===== src/rtl/leb128_framer.sv =====
// rtl/leb128_framer.sv - LEB128 byte-stream framer packing up to MB bytes per frame.
// Optional overlong-encoding error/discard path enabled by LEB128_FRAMER_ERR_EN.
module leb128_framer #(
    parameter  int N  = 64,
    localparam int MB = N / 7 + 1,
    localparam int M  = MB * 8,
    localparam int CW = $clog2(MB) + 1
) (
    input  logic          clk,
    input  logic          rst,
    input  logic          s_valid,
    output logic          s_ready,
    input  logic [7:0]    s_data,
    output logic          m_valid,
    input  logic          m_ready,
    output logic [0:M-1]  m_data,
    output logic [CW-1:0] m_count,
    output logic          err
);

    typedef enum logic [1:0] {
        IDLE    = 2'd0,
        COLLECT = 2'd1,
        HOLD    = 2'd2,
        DISCARD = 2'd3
    } state_t;

    state_t        state_q, state_d;
    logic [CW-1:0] idx_q, idx_d;
    logic [CW-1:0] count_q, count_d;
    logic [0:M-1]  data_q, data_d;
    logic          s_fire, m_fire;

`ifdef LEB128_FRAMER_ERR_EN
    logic          err_q, err_d;
`endif

    assign s_fire = s_valid && s_ready;
    assign m_fire = m_valid && m_ready;

    always_ff @(posedge clk) begin
        if (rst) begin
            state_q <= IDLE;
            idx_q   <= '0;
            count_q <= '0;
            data_q  <= '0;
`ifdef LEB128_FRAMER_ERR_EN
            err_q   <= 1'b0;
`endif
        end else begin
            state_q <= state_d;
            idx_q   <= idx_d;
            count_q <= count_d;
            data_q  <= data_d;
`ifdef LEB128_FRAMER_ERR_EN
            err_q   <= err_d;
`endif
        end
    end

    always_comb begin
        state_d = state_q;
        idx_d   = idx_q;
        count_d = count_q;
        data_d  = data_q;
`ifdef LEB128_FRAMER_ERR_EN
        err_d   = 1'b0;
`endif
        case (state_q)
            IDLE, COLLECT: begin
                if (s_fire) begin
                    // Constant-index slot select keeps the byte placement a plain mux per slot.
                    for (int k = 0; k < MB; k++) begin
                        if (idx_q == CW'(k)) begin
                            data_d[k*8 +: 8] = s_data;
                        end
                    end
                    if (!s_data[7]) begin
                        state_d = HOLD;
                        count_d = idx_q + CW'(1);
                    end else if (idx_q != CW'(MB - 1)) begin
                        state_d = COLLECT;
                        idx_d   = idx_q + CW'(1);
                    end else begin
`ifdef LEB128_FRAMER_ERR_EN
                        state_d = DISCARD;
                        err_d   = 1'b1;
                        idx_d   = '0;
                        data_d  = '0;
`else
                        // Overlong byte closes the frame with its continuation bit kept.
                        state_d = HOLD;
                        count_d = CW'(MB);
`endif
                    end
                end
            end
            HOLD: begin
                if (m_fire) begin
                    state_d = IDLE;
                    idx_d   = '0;
                    count_d = '0;
                    data_d  = '0;
                end
            end
            DISCARD: begin
                if (s_fire && !s_data[7]) begin
                    state_d = IDLE;
                end
            end
            default: state_d = IDLE;
        endcase
    end

    always_comb begin
        s_ready = !rst && (state_q != HOLD);
        m_valid = (state_q == HOLD);
        m_data  = data_q;
        m_count = count_q;
`ifdef LEB128_FRAMER_ERR_EN
        err     = err_q;
`else
        err     = 1'b0;
`endif
    end

endmodule


===== config.mk =====
export PLATFORM = sky130hd
export DESIGN_NAME = leb128_framer
export DESIGN_NICKNAME = d
export VERILOG_FILES = /design/src/rtl/leb128_framer.sv
export SDC_FILE = /design/constraint.sdc
export NUM_CORES = 1
export LEC_CHECK = 0
export CORE_UTILIZATION = 45
export DETAILED_ROUTE_END_ITERATION = 10
export GPL_ROUTABILITY_DRIVEN = 0
export GPL_TIMING_DRIVEN = 0
export HOLD_SLACK_MARGIN = 0.05
export PLACE_DENSITY_LB_ADDON = 0.2
export SLEW_MARGIN = 20
export SYNTH_ARGS = -nofsm -noshare
export SYNTH_HDL_FRONTEND = slang
export SYNTH_SLANG_ARGS = --single-unit

===== constraint.sdc =====
create_clock -name clk -period 2.9 [get_ports clk]
set_clock_uncertainty 0.05 [all_clocks]
set_input_delay 0.725 -clock clk [delete_from_list [all_inputs] [get_ports clk]]
set_output_delay 0.725 -clock clk [all_outputs]
set_load 0.01 [all_outputs]

==> flow_summary_export.csv <==
group,metric,value,unit
routing,antenna_left,0,
sta,hold_viol,0,
worst_hold_path,hold_end,"m_data[67]$_SDFFE_PP0P_",
sta,setup_viol,0,
logic_synthesis,yosysMostFrequentCell,"dfxtp_1",
placement,post-dp-hpwl,6.61,mm
placement,dpl-instance-area,0.00479,mm²
finish,fin_area,0.00504,mm²
logic_synthesis,postSynthCellCount,389,
finish,syn_to_final_growth,36.7,%
global_route,overflow,0,
finish,fill_cells,671,
finish,drive_above_1_share,8.55,%
setup_path,r2r_start,"idx_q[1]$_SDFFE_PP0P_",
die,die_y,92.5,µm
worst_hold_path,min_from,"m_data[67]$_SDFFE_PP0P_",
logic_synthesis,avgSynthCellArea,9.47,µm²
placement,place_inst,589,
logic_synthesis,synthArstFlopShare,0,%
routing,wl_per_cell,15.9,µm
logic_synthesis,synth_commonest_cells,"dfxtp_1 (92), inv_1 (69), o32ai_1 (64)",
sta,maxSlewHeadroom,41.3,%
die,start_util,47.2,%
logic_synthesis,yosysTopAreaCell,"dfxtp_1",
logic_synthesis,synth.net_count,405,
routing,drt_iter0_drc,188,
pwr,p_int,1.92,mW
pwr,seqPwrFrac,50.6,%
setup_path,arrival,1.94,ns
setup_path,r2r-end,"idx_q[2]$_SDFFE_PP0P_",
sta,worst_pin_slew,0.870,ns
finish,finalNetCount,514,
sta,final.period_utilization,93.5,%
clock_network,root_buffer,"clkbuf_8",
sta,rsz0062_at_grt,"false",
logic_synthesis,synth_top_area_share,50.0,%
pwr,p_switching,0.660,mW
global_route,grt_pass1_wl,15.3,mm
clock_network,insertion_delay,0.35,ns
clock_network,path_clk_slew,0.09,ns
die,row_count,32,
routing,vias,3276,
pwr,p_sw_share,25.6,%
global_route,grt_start_max_net_pins,17,
clock_network,cts_buffers,9,
clock_network,cts_tree,"done",
global_route,first_global_vias,2983,
die,dieArea,0.00855,mm²
worst_hold_path,min_path_type,"flop to flop",
pwr,p_comb_share,11.4,%
sta,slew_viol_final,0,
pwr,p_leak,1.61,nW
die,ios,100,
finish,antennaDiodeCount,0,
pwr,peakVddDrop,309,µV
routing,first_pass_iters,4,
global_route,antenna_found_initial,0,
setup_path,crit_path_end_kind,"output port",
sta,finalCriticalPeriod,2.71,ns
global_route,grtUsageTotal,22.9,%
logic_synthesis,syn_area,0.00368,mm²
setup_path,start_kind,"flop",
setup_path,critical_path.startpoint,"state_q[1]$_SDFFE_PP0P_",
logic_synthesis,yosysSeqAreaShare,50.0,%
job,cap_violations,0,
clock_network,cts.sinks,92,
setup_path,rrSetupSlack,0.92,ns
logic_synthesis,synth_cell_types,41,
setup_path,crit_type,"flop to output port",
finish,finalNonFillerCells,605,
clock_network,htree_levels,3,
sta,max_freq,369,MHz
run_status,status,"finished clean",
clock_network,postCtsSetupBuffers,0,
die,die_x,92.5,µm
worst_hold_path,hold_depth,2,
die,coreArea,0.00781,mm²
pwr,p_clk_share,38.0,%
logic_synthesis,synth_warnings,0,
logic_synthesis,synthFlopType,"dfxtp_1",
setup_path,worstRegToRegCells,7,
routing,drc,0,
routing,drt-total-wl,9.62,mm
placement,port-buffer-count,98,
routing,viasPerCell,5.41,
setup_path,worstPathRequired,2.12,ns
setup_path,cp_max_fo,10,
logic_synthesis,synth_edf_count,0,
clock_network,cts.path.max_buffers,2,
logic_synthesis,yosys-top-cells-area,"dfxtp_1 (50%), o32ai_1 (15%), inv_1 (7.0%)",
logic_synthesis,ys_seq_elements,92,
pwr,power_density,511,mW/mm²
how the worst max path moves through the flow:
stage | to
after floorplan | s_ready
after global placement | s_ready
after detailed placement | s_ready
after CTS | s_ready
after global routing | m_valid
final | m_valid
area by class of cell:
class | count | area [µm²] | area share, %
clock buffers | 10 | 138 | 2.73
flip-flops and latches | 92 | 1840 | 36.6
well taps | 102 | 128 | 2.53
multi-input cells | 207 | 1500 | 29.7
repair buffers | 98 | 983 | 19.5
inverters | 69 | 259 | 5.14
clock inverters | 6 | 93.8 | 1.86
plain buffers | 21 | 96.3 | 1.91
layer usage:
layer / wire length (µm) / part of all wire, % / global-route usage (%)
met3: 433 / 4.5 / 4.27
met1: 4400 / 46 / 29.9
met4: 156 / 1.6 / 8.33
met5: 0 / 0 / 0
met2: 4630 / 48 / 37.5
registers in the layout (all words and copies together) (netlist names):
name     cells
m_data      80
idx_q        5
m_count      5
state_q      2
kinds of logic after synthesis:
| kind of cell | Yosys count | share of synthesized area [%] |
|---|---|---|
| buf+inv | 90 | 9.58 |
| compound gates | 113 | 26.3 |
| fa+ha+maj | 4 | 1.36 |
| mux | 2 | 0.543 |
| simple gates | 84 | 11.4 |
| xor+xnor | 3 | 0.713 |
| other cells | 1 | 0.102 |
| flops | 92 | 50.0 |
critical path, cell delays in order (launching register included):
cell,delay (ns)
dfxtp_1,0.41
buf_4,0.23
nand2b_2,0.14
inv_1,0.23
clkdlybuf4s50_1,0.58
placed cells by master (no fill, tap or decap), types with 3 or more instances in the layout:
master / synthesis / final
clkdlybuf4s50_1: 0 / 97
dfxtp_1: 92 / 92
nor2_1: 10 / 9
clkbuf_1: 11 / 11
clkbuf_8: 0 / 10
nand2_1: 41 / 41
a21oi_4: 9 / 9
xor2_1: 3 / 3
o32ai_1: 64 / 64
inv_1: 69 / 69
o21ai_0: 8 / 8
a21oi_1: 19 / 19
buf_2: 6 / 5
ha_1: 4 / 4
nand3_1: 18 / 18
power by group through the flow:
stage / registers, mW / logic [mW] / clock network, mW
after floorplan: 1.34 / 0.164 / 0
after global placement: 1.33 / 0.284 / 0
after detailed placement: 1.33 / 0.289 / 0
after CTS: 1.30 / 0.292 / 0.991
after global routing: 1.31 / 0.318 / 1.04
final: 1.30 / 0.293 / 0.979
stage by stage:
stage / util (%) / setup TNS, ns / setup slack [ns] / hold slack [ns] / power (mW)
after detailed placement: 61.4 / -0.112 / -0.112 / 0.395 / 1.62
after CTS: 64.5 / 0 / 0.00181 / 0.409 / 2.59
final: 64.5 / 0 / 0.189 / 0.407 / 2.58
after global routing: 64.5 / 0 / 0.0906 / 0.423 / 2.67
after global placement: 61.4 / -0.108 / -0.108 / 0.394 / 1.62
after floorplan: - / 0 / 0.966 / 0.426 / 1.50
repair_timing:
action	CTS	global route
setup endpoints to repair	1	1
gates resized for setup	2	2
pin swaps	0	0
endpoints found under the hold margin	0	0
hold buffers	0	0
Note: power is estimated with default switching activity, not from simulation.
